## src/rtl/stream_sched_pkg.sv

```systemverilog
// Shared types for the user-clock stream scheduler: FSM states, channel/tag sizing
// and the round-robin grant picker.
package stream_sched_pkg;

    localparam int NCH = 4;
    localparam int TW  = $clog2(NCH);

    typedef enum logic {
        IDLE  = 1'b0,
        BURST = 1'b1
    } state_t;

    // First requester strictly after 'last', wrapping; nearest distance is scanned
    // last so it overrides farther ones. Caller guarantees req is non-zero.
    function automatic logic [TW-1:0] rr_next(input logic [NCH-1:0] req,
                                              input logic [TW-1:0]  last);
        logic [TW-1:0] sel;
        logic [TW-1:0] idx;
        sel = last;
        for (int i = NCH; i >= 1; i--) begin
            idx = last + TW'(i);
            if (req[idx]) sel = idx;
        end
        return sel;
    endfunction

endpackage

```

## src/rtl/stream_ret_slot.sv

```systemverilog
// One-entry return register for a single channel; one cycle load-to-valid, a load
// in the same cycle as a drain keeps it full; the upstream stalls while it is full.
module stream_ret_slot #(
    parameter int DW = 64
) (
    input  logic          clk,
    input  logic          rst,
    input  logic          load,
    input  logic [DW-1:0] load_data,
    input  logic          ack,
    output logic          valid,
    output logic [DW-1:0] data
);

    always_ff @(posedge clk) begin
        if (!rst) begin
            valid <= 1'b0;
            data  <= '0;
        end else if (load) begin
            valid <= 1'b1;
            data  <= load_data;
        end else if (ack) begin
            valid <= 1'b0;
        end
    end

endmodule

```

## src/rtl/user_stream_scheduler.sv

```systemverilog
// Shares one engine among four stream channels: round-robin bursts forward (zero latency,
// one arbitration cycle), tagged results back via per-channel one-entry slots (HOL blocking).
module user_stream_scheduler
    import stream_sched_pkg::*;
#(
    parameter int DW        = 64,
    parameter int BURST_LEN = 16,
    parameter int IDLE_MAX  = 8
) (
    input  logic              i_user_clk,
    input  logic              i_rst,
    input  logic [NCH-1:0]    i_chan_en,
    input  logic [NCH-1:0]    i_str_data_valid,
    output logic [NCH-1:0]    o_str_ack,
    input  logic [NCH*DW-1:0] i_str_data,
    output logic              o_eng_data_valid,
    input  logic              i_eng_ack,
    output logic [DW-1:0]     o_eng_data,
    output logic [TW-1:0]     o_eng_tag,
    input  logic              i_eng_res_valid,
    output logic              o_eng_res_ack,
    input  logic [DW-1:0]     i_eng_res_data,
    input  logic [TW-1:0]     i_eng_res_tag,
    output logic [NCH-1:0]    o_str_data_valid,
    input  logic [NCH-1:0]    i_str_ack,
    output logic [NCH*DW-1:0] o_str_data,
    output logic [NCH-1:0]    o_grant,
    output logic              o_busy
);

    localparam int BW = $clog2(BURST_LEN + 1);
    localparam int IW = $clog2(IDLE_MAX + 1);

    state_t         state;
    logic [TW-1:0]  grant;
    logic [TW-1:0]  last_grant;
    logic [BW-1:0]  beat_cnt;
    logic [IW-1:0]  idle_cnt;
    logic [NCH-1:0] cand;
    logic [TW-1:0]  next_grant;
    logic           fwd_vld;
    logic           fwd_xfer;
    logic           drop;
    logic [NCH-1:0] ret_vld;
    logic [NCH-1:0] ret_load;

    assign cand       = i_str_data_valid & i_chan_en;
    assign next_grant = rr_next(cand, last_grant);
    assign fwd_vld    = (state == BURST) && i_str_data_valid[grant];
    assign fwd_xfer   = fwd_vld && i_eng_ack;

    // A stalled engine (valid high, ack low) neither advances nor counts as idle.
    assign drop = fwd_xfer ? (beat_cnt == BW'(BURST_LEN - 1))
                           : (!i_str_data_valid[grant] && idle_cnt == IW'(IDLE_MAX - 1));

    always_ff @(posedge i_user_clk) begin
        if (!i_rst) begin
            state      <= IDLE;
            grant      <= '0;
            last_grant <= TW'(NCH - 1);
            beat_cnt   <= '0;
            idle_cnt   <= '0;
            o_grant    <= '0;
            o_busy     <= 1'b0;
        end else begin
            case (state)
                IDLE: begin
                    if (|cand) begin
                        state      <= BURST;
                        grant      <= next_grant;
                        last_grant <= next_grant;
                        beat_cnt   <= '0;
                        idle_cnt   <= '0;
                        o_grant    <= NCH'(1) << next_grant;
                        o_busy     <= 1'b1;
                    end
                end
                BURST: begin
                    if (fwd_xfer) begin
                        beat_cnt <= beat_cnt + 1'b1;
                        idle_cnt <= '0;
                    end else if (!i_str_data_valid[grant]) begin
                        idle_cnt <= idle_cnt + 1'b1;
                    end
                    if (drop) begin
                        state   <= IDLE;
                        o_grant <= '0;
                        o_busy  <= 1'b0;
                    end
                end
                default: state <= IDLE;
            endcase
        end
    end

    assign o_eng_data_valid = fwd_vld;
    assign o_eng_data       = i_str_data[grant*DW +: DW];
    assign o_eng_tag        = grant;

    always_comb begin
        o_str_ack = '0;
        if (state == BURST) o_str_ack[grant] = i_eng_ack;
    end

    assign o_eng_res_ack    = !ret_vld[i_eng_res_tag] || i_str_ack[i_eng_res_tag];
    assign o_str_data_valid = ret_vld;

    for (genvar k = 0; k < NCH; k++) begin : g_ret
        assign ret_load[k] = i_eng_res_valid && o_eng_res_ack && (i_eng_res_tag == TW'(k));

        stream_ret_slot #(.DW(DW)) u_slot (
            .clk       (i_user_clk),
            .rst       (i_rst),
            .load      (ret_load[k]),
            .load_data (i_eng_res_data),
            .ack       (i_str_ack[k]),
            .valid     (ret_vld[k]),
            .data      (o_str_data[k*DW +: DW])
        );
    end

endmodule

```

## config.mk

```make
export PLATFORM = sky130hd
export DESIGN_NAME = user_stream_scheduler
export DESIGN_NICKNAME = d
export VERILOG_FILES = /design/src/rtl/stream_sched_pkg.sv /design/src/rtl/stream_ret_slot.sv /design/src/rtl/user_stream_scheduler.sv
export SDC_FILE = /design/constraint.sdc
export NUM_CORES = 1
export LEC_CHECK = 0
export ABC_AREA = 1
export BUFFER_PORTS_ARGS = -buffer_cell sky130_fd_sc_hd__buf_2
export CAP_MARGIN = 20
export CORE_AREA = 4 4 258 260
export CTS_BUF_LIST = sky130_fd_sc_hd__clkbuf_8
export DETAILED_ROUTE_END_ITERATION = 10
export DIE_AREA = 0 0 262 264
export SLEW_MARGIN = 20
export SYNTH_ARGS = -nofsm -noshare
export SYNTH_HDL_FRONTEND = slang
export SYNTH_SLANG_ARGS = --single-unit
```

## constraint.sdc

```tcl
create_clock -name i_user_clk -period 3.74 [get_ports i_user_clk]
set_input_delay 0.374 -clock i_user_clk [delete_from_list [all_inputs] [get_ports i_user_clk]]
set_output_delay 0.374 -clock i_user_clk [all_outputs]
set_load 0.05 [all_outputs]
```

==> results of run 1 <==
[per-layer routing]
metal	wire length, µm	part of all wire, %	global-route usage (%)	vias to the layer above
met4	2350	4.2	6.23	2
met3	4970	8.8	4.62	102
met1	20100	36	16.0	5768
met2	29000	51	28.3	535
li1	-	-	-	6604
met5	13	0.023	0	-
[flip-flops by register name, summed over array words and instances, names as in the netlist]
signal	count
g_ret.u_slot.data	256
beat_cnt	5
g_ret.u_slot.valid	4
idle_cnt	4
o_grant	4
last_grant	2
o_eng_tag	2
o_busy	1
state	1
[logic make-up (layout without fill, tap and decap cells)]
group           after synthesis  after routing  synth area share, %
flops                       279            279                 47.1
buf+inv                     404           1079                 13.8
simple gates                320            320                 11.6
compound gates              610            610                 27.2
xor+xnor                      1              1               0.0738
fa+ha+maj                     3              3                0.316
other cells                   0              7                    0
[worst min-delay path, delay by kind of cell]
kind / cells / cell delay (ns)
AND/OR/NAND/NOR: 1 / 0.06
AO/OA/AOI/OAI: 1 / 0.06
buffers and inverters: 2 / 0.13
[per-stage QoR]
| stage | setup slack (ns) | hold WS, ns | instances |
|---|---|---|---|
| 2_1_floorplan | 1.38 | 0.428 | 1617 |
| 3_3_place_gp | 1.26 | 0.429 | 3057 |
| 3_5_place_dp | 1.23 | 0.433 | 3057 |
| 4_1_cts | 0.592 | 0.00628 | 3147 |
| 5_1_grt | 0.438 | 0.0444 | 3151 |
| 6_report | 0.670 | 0.0799 | 3154 |
[final cells by class]
class	instances	area (µm²)
diodes	7	17.5
clock inverters	29	203
multi-input cells	934	4690
repair buffers	705	3670
well taps	855	1070
inverters	284	1070
fillers	7123	47000
clock buffers	61	840
flip-flops and latches	279	5590
[power groups by stage]
stage	Clock [mW]	Combinational (mW)	Sequential, mW
finish	2.92	3.41	3.26
global route	3.18	3.60	3.28
CTS	3.03	3.46	3.26
detailed placement	0	3.46	3.33
global placement	0	3.45	3.32
floorplan	0	1.73	3.87
[placed cells by master, fill, tap and decap left out, types with 4 or more instances in the layout]
master and instances:
buf_2 673, inv_1 292, dfxtp_1 279, a21oi_1 275, nand2_1 199, o21ai_1 151
o21ai_0 116, nand3_1 75, a22oi_1 63, clkbuf_8 61, buf_4 26, nor2_1 21
clkinv_2 12, nand4_1 8, diode_2 7, buf_12 5, nand3_4 4, nor3_1 4
[synth_stat cells (2+ instances only)]
cell / n / area, µm²
nand4_1: 8 / 50.1
inv_1: 283 / 1060
dfxtp_1: 279 / 5590
clkbuf_1: 58 / 218
nand3_2: 5 / 50.1
buf_1: 4 / 15.0
buf_6: 2 / 22.5
and3_1: 2 / 12.5
a21oi_1: 275 / 1380
nor3_1: 4 / 20.0
nand2_1: 199 / 747
buf_4: 13 / 97.6
o21ai_0: 116 / 581
nor2_1: 23 / 86.3
nor2_2: 2 / 12.5
buf_2: 43 / 215
nand3_1: 75 / 375
a22oi_1: 63 / 473
o21ai_1: 151 / 756
ha_1: 3 / 37.5
[final timing paths]
path                            startpoint                        to  slack [ns]  depth (start not counted)
setup / recovery              o_eng_tag[1]          o_eng_data_valid        0.67                          8
hold / removal                i_str_ack[3]     g_ret[3].u_slot.valid        0.08                          4
setup reg to reg              o_eng_tag[1]               beat_cnt[4]        1.32                         10
hold reg to reg   g_ret[2].u_slot.data[38]  g_ret[2].u_slot.data[38]        0.44                          2
==> results.tsv, run 1 <==
stage	metric	value	unit
clock_tree	Post-CTS Resized	0	
layout	Nets	2593	
layout	Syn-to-layout area delta	44.5	%
layout	Final Instance Area	17100	µm²
worst_setup_path	WS Path Type	flip-flop to output port	
worst_setup_path	Critical Path Max Stage Delay	0.60	ns
routing	residual antenna-violating net count after detailed routing	0	
worst_setup_path	cell-by-cell listing of the critical path	inv_1 -> nor2_4 -> buf_4 -> nand2_1 -> nand4_1 -> nand2_1 -> inv_1 -> buf_2	
logic_synthesis	net count after synthesis	1958	
clock_tree	# clock sinks	279	
routing	number of vias per cell	4.13	
sta	Final Hold Fails	0	
global_routing	largest net degree at the start of global routing	155	
power_and_ir_drop	Max VDD drop	268	µV
floorplan	Die H	264	µm
worst_setup_path	combined buffer and inverter count along the critical path	4	
global_routing	first-pass GRT wire length	79.4	mm
min_path	worst hold path type	input pin to flip-flop	
run_status	outcome	finished, final reports clean	
routing	DRC	0	
sta	Final period util	82.1	%
worst_setup_path	CP Max Fanout	28	
power_and_ir_drop	total power	9.60	mW
routing	Vias	13000	
clock_tree	Post-CTS Setup Inserts	0	
sta	Worst-Margin Slew	0.802	ns
logic_synthesis	sequential-to-total area share from yosys stat	47.1	%
routing	Routed WL	56.4	mm
layout	layout cell share with drive strength beyond 1	34.9	%
run	Max-cap violations	0	
routing	DR pass1 iterations	5	
sta	Worst Skew	0.0198	ns
power_and_ir_drop	sw power	4.03	mW
logic_synthesis	Synth Cell Area	11900	µm²
global_routing	GR Util All Layers	15.3	%
clock_tree	CTS Hold Bufs	0	
logic_synthesis	Cells after Synth	1617	
logic_synthesis	top_reg_cell synth	dfxtp_1	
clock_tree	CTS tree	done	
routing	routed length per instance	17.9	µm
power_and_ir_drop	Flop pwr share	34.0	%
power_and_ir_drop	clock share of power	30.5	%
power_and_ir_drop	P_int	5.56	mW
global_routing	vias in the first global route	12100	
worst_setup_path	crit start category	flip-flop	
worst_setup_path	cell family with most CP delay	simple AND/OR/NAND/NOR gates	
logic_synthesis	Ys Warns	0	
clock_tree	Clock Path Buffers	3	
clock_tree	Clk pin slew, worst setup/hold paths	0.07	ns
power_and_ir_drop	Leak	8.02	nW
clock_tree	clk_lat worst skew	0.59	ns
floorplan	Die ar.	69200	µm²
sta	max-slew violation count	0	
power_and_ir_drop	combinational share of power	35.6	%
power_and_ir_drop	cell area power density	560	nW/µm²
floorplan	row cnt	93	
sta	final setup vio count	0	
clock_tree	total CTS buffers	48	
worst_setup_path	crit path capture type	output port	
worst_setup_path	CP max stage cell	nor2_4	
global_routing	initial antenna violation count	15	
power_and_ir_drop	Switching Fraction	42.0	%
logic_synthesis	Seq cells post-synth	279	
logic_synthesis	syn_area_per_cell	7.34	µm²
floorplan	DIE WIDTH	262	µm
place	GP Congestion	0.917	
logic_synthesis	Distinct cells, synth	29	
place	dpl hpwl	46.1	mm
sta	slew margin rel.	46.4	%
clock_tree	Clock Tree Root	clkbuf_8	
clock_tree	H-tree Lvls	2	
place	placed inst area	16100	µm²
worst_setup_path	Critical Path RT	3.37	ns
global_routing	total grt overflow	0	
floorplan	io pins	675	
logic_synthesis	EDFF count, synth	0	
sta	RSZ-0062 raised after global routing	false	
layout	Core Util, Final	26.7	%
logic_synthesis	Synth async-reset ratio	0	%
routing	initial detailed-routing violation count	662	
sta	Period minus WS final	3.07	ns
worst_setup_path	CP arrival	2.70	ns
sta	setup tns final	0	ns
sta	Fmax	326	MHz
floorplan	Core Footprint	64100	µm²
place	port bufs	674	
floorplan	starting density of the core	18.5	%
Power figures use the tool's default switching activity.
==> inputs of run 2 (changes only) <==
--- a/config.mk
+++ b/config.mk
@@ -5,7 +5,7 @@
 export SDC_FILE = /design/constraint.sdc
 export NUM_CORES = 1
 export LEC_CHECK = 0
-export ABC_AREA = 1
+export ABC_AREA = 0
 export BUFFER_PORTS_ARGS = -buffer_cell sky130_fd_sc_hd__buf_2
 export CAP_MARGIN = 20
 export CORE_AREA = 4 4 258 260
==> constraint.sdc (replaced) <==
create_clock -name i_user_clk -period 3.1 [get_ports i_user_clk]
set_input_delay 0.31 -clock i_user_clk [delete_from_list [all_inputs] [get_ports i_user_clk]]
set_output_delay 0.31 -clock i_user_clk [all_outputs]
set_load 0.05 [all_outputs]
==> run 2 against run 1 <==
  * Area after synthesis up 1.8%
  * Clock skew up 0.0073 ns
  * Clock power up 22%
  * First-iteration DRC count up 24%
  * Sequential share of layout area down 1.7 points
  * Via count up 0.23%
  * Sequential power up 17%
  * Wire length up 36%
==> results.tsv, run 2 <==
stage	metric	value	unit	change
logic_synthesis	Distinct cells, synth	47		was 29
global_routing	GR Util All Layers	21.1	%	was 15.3%
floorplan	Die ar.	69200	µm²	unchanged
clock_tree	# clock sinks	279		unchanged
sta	RSZ-0062 raised after global routing	false		unchanged
logic_synthesis	Synth area leaders	dfxtp_1, nand2_1, a21boi_0		was dfxtp_1, a21oi_1, inv_1
logic_synthesis	Synth Area in Adders	0.311	%	was 0.316%
logic_synthesis	top cells by count, synth	nand2_1, dfxtp_1, a21boi_0		was inv_1, dfxtp_1, a21oi_1
routing	DR pass1 iterations	5		unchanged
global_routing	largest net degree at the start of global routing	109		was 155
power_and_ir_drop	cell area power density	558	nW/µm²	was 560 nW/µm²
logic_synthesis	Seq cells post-synth	279		unchanged
min_path	worst hold path type	input pin to flip-flop		unchanged
routing	number of vias per cell	4.41		was 4.13
sta	Worst Skew	0.0271	ns	was 0.0198 ns
logic_synthesis	cell taking the most area after synthesis	dfxtp_1		unchanged
logic_synthesis	Synth Cell Area	12100	µm²	was 11900 µm²
layout	max reg flops	256		unchanged
logic_synthesis	area share of xor/xnor cells in the synthesized design	0.218	%	was 0.0738%
run_status	outcome	finished, final reports clean		unchanged
place	GP Congestion	0.968		was 0.917
sta	Setup WS post-layout	0.212	ns	was 0.670 ns
layout	Layout Cells excl Fill	2955		was 3154
sta	final setup vio count	0		unchanged
routing	Vias	13000		about the same
sta	Worst-Margin Slew	0.781	ns	was 0.802 ns
clock_tree	Clock Tree Root	clkbuf_8		unchanged
clock_tree	H-tree Lvls	2		unchanged
place	dpl hpwl	58.9	mm	was 46.1 mm
sta	Final period util	93.2	%	
logic_synthesis	syn_area_per_cell	9.05	µm²	was 7.34 µm²
sta	worst hold margin	0.0554	ns	was 0.0799 ns
power_and_ir_drop	P_int	6.49	mW	was 5.56 mW
logic_synthesis	compound-cell area share of the yosys netlist	17.9	%	was 27.2%
global_routing	GRT busiest layer	met2		unchanged
power_and_ir_drop	Max VDD drop	312	µV	was 268 µV
place	dpl cells	2778		was 3057
logic_synthesis	Synth Area in Simple Gates	19.0	%	was 11.6%
power_and_ir_drop	clock share of power	35.4	%	was 30.5%
layout	largest registers	g_ret.u_slot.data x256, beat_cnt x5		unchanged
sta	slew margin rel.	47.9	%	was 46.4%
power_and_ir_drop	combinational share of power	26.8	%	was 35.6%
sta	Fmax	346	MHz	
clock_tree	total CTS buffers	49		was 48
worst_setup_path	WS Path Type	flip-flop to output port		unchanged
routing	residual antenna-violating net count after detailed routing	0		unchanged
place	placed inst area	16400	µm²	was 16100 µm²
floorplan	row cnt	93		unchanged
logic_synthesis	Cells after Synth	1335		was 1617
power_and_ir_drop	Switching Fraction	35.7	%	was 42.0%
clock_tree	CTS tree	done		unchanged
routing	initial detailed-routing violation count	822		was 662
worst_setup_path	CP arrival	2.58	ns	was 2.70 ns
clock_tree	Clock Path Buffers	3		unchanged
run	Max-cap violations	0		unchanged
clock_tree	Clk pin slew, worst setup/hold paths	0.07	ns	about the same
layout	most common cell after layout, fill and taps aside	buf_2		unchanged
logic_synthesis	net count after synthesis	1676		was 1958
clock_tree	Post-CTS Setup Inserts	0		unchanged
sta	setup tns final	0	ns	unchanged
logic_synthesis	most frequent cell after synthesis	nand2_1		was inv_1
global_routing	routing usage on met3	7.68	%	was 4.62%
global_routing	first-pass GRT wire length	103	mm	was 79.4 mm
layout	most frequent cells in the layout	buf_2, nand2_1, dfxtp_1, a21boi_0, mux4_2		was buf_2, inv_1, dfxtp_1, a21oi_1, nand2_1
place	setup slack at placement	0.896	ns	was 1.23 ns
logic_synthesis	top_reg_cell synth	dfxtp_1		unchanged
global_routing	vias in the first global route	12700		was 12.1k
global_routing	met2 Use GR	37.2	%	was 28.3%
power_and_ir_drop	Flop pwr share	37.9	%	was 34.0%
place	port bufs	674		unchanged
routing	DRC	0		unchanged
sta	Final Hold Fails	0		unchanged
routing	routed length per instance	25.9	µm	was 17.9 µm
global_routing	total grt overflow	0		unchanged
logic_synthesis	EDFF count, synth	0		unchanged
routing	Routed WL	76.6	mm	was 56.4 mm
layout	Nets	2377		was 2593
logic_synthesis	largest family of logic cells by synthesized area	simple AND/OR/NAND/NOR gates		was compound AO/OA/AOI/OAI gates
global_routing	initial antenna violation count	55		was 15
layout	Syn-to-layout area delta	49.8	%	was 44.5%
floorplan	Die H	264	µm	unchanged
layout	largest register by flop count	g_ret.u_slot.data		unchanged
power_and_ir_drop	sw power	3.60	mW	was 4.03 mW
clock_tree	clk_lat worst skew	0.61	ns	was 0.59 ns
logic_synthesis	sequential-to-total area share from yosys stat	46.2	%	was 47.1%
worst_setup_path	CP Max Fanout	44		was 28
worst_setup_path	crit start category	flip-flop		unchanged
layout	layout cell share with drive strength beyond 1	40.8	%	was 34.9%
floorplan	Core Footprint	64100	µm²	unchanged
logic_synthesis	Ys Warns	0		unchanged
sta	Period minus WS final	2.89	ns	
floorplan	DIE WIDTH	262	µm	unchanged
logic_synthesis	Synth async-reset ratio	0	%	unchanged
logic_synthesis	Yosys top cell area share	46.2	%	was 47.1%
sta	max-slew violation count	0		unchanged
layout	Final Instance Area	18100	µm²	was 17100 µm²
worst_setup_path	Critical Path RT	2.79	ns	was 3.37 ns
global_routing	met1 usage in global routing	20.2	%	was 16.0%
worst_setup_path	crit path capture type	output port		unchanged
floorplan	io pins	675		unchanged
power_and_ir_drop	Leak	7.84	nW	was 8.02 nW
logic_synthesis	mux share of post-synthesis cell area	12.6	%	was 0%
floorplan	starting density of the core	18.8	%	was 18.5%
-- run 2: cells by family (layout without fill, tap and decap cells) --
kind of cell               count (synthesis)  after routing
xor gates and xnor gates                   3              3
other                                      0             29
buffers and inverters                    112            848
muxes                                     69             69
DFF                                      279            279
and+or+nand+nor                          580            580
AOI/OAI and AO/OA                        289            289
adders and majority gates                  3              3
-- run 2: cell type report --
type,count,area [µm²]
sequential,279,5590
clock buffer,63,867
inverter,4,15.0
tap,855,1070
fill,6967,46000
clock inverter,23,163
timing repair buffer,758,4240
antenna,29,72.6
multi-input combinational,944,6070
-- run 2: through the flow --
step           utilization (%)  power, mW
2_1_floorplan                -       5.54
3_3_place_gp              25.5       6.49
3_5_place_dp              25.5       6.49
4_1_cts                   28.1       10.2
5_1_grt                   28.2       10.5
6_report                  28.2       10.1
-- run 2: worst max-delay path, cell delays in order, from the launching register on --
cell and delay, ns:
dfxtp_4 0.60, buf_4 0.60, mux4_2 0.32, buf_2 0.42
-- run 2: power groups by stage --
stage / clock (mW) / combinational, mW / sequential [mW]
after floorplan: 0 / 1.28 / 4.27
after global placement: 0 / 2.59 / 3.89
final: 3.57 / 2.70 / 3.82
after CTS: 3.71 / 2.67 / 3.82
after detailed placement: 0 / 2.59 / 3.90
after global routing: 3.87 / 2.79 / 3.84
-- run 2: final timing paths --
kind,end,slack (ns),cells after the start,startpoint
min,g_ret[3].u_slot.data[8],0.06,3,i_eng_res_data[8]
max reg2reg,o_grant[3],0.93,5,o_eng_tag[1]
max,o_eng_data[48],0.21,3,o_eng_tag[1]
min reg2reg,g_ret[1].u_slot.data[3],0.46,2,g_ret[1].u_slot.data[3]
-- run 2: routing by layer --
| metal | vias to the layer above | wire, µm |
|---|---|---|
| met5 | - | 115 |
| met4 | 16 | 6560 |
| met2 | 703 | 38200 |
| met3 | 216 | 7100 |
| li1 | 5942 | - |
| met1 | 6164 | 24700 |
-- run 2: repair_timing --
action	in CTS	in global routing
hold buffers	62	0
resized for setup	0	0
hold endpoints to repair	234	0
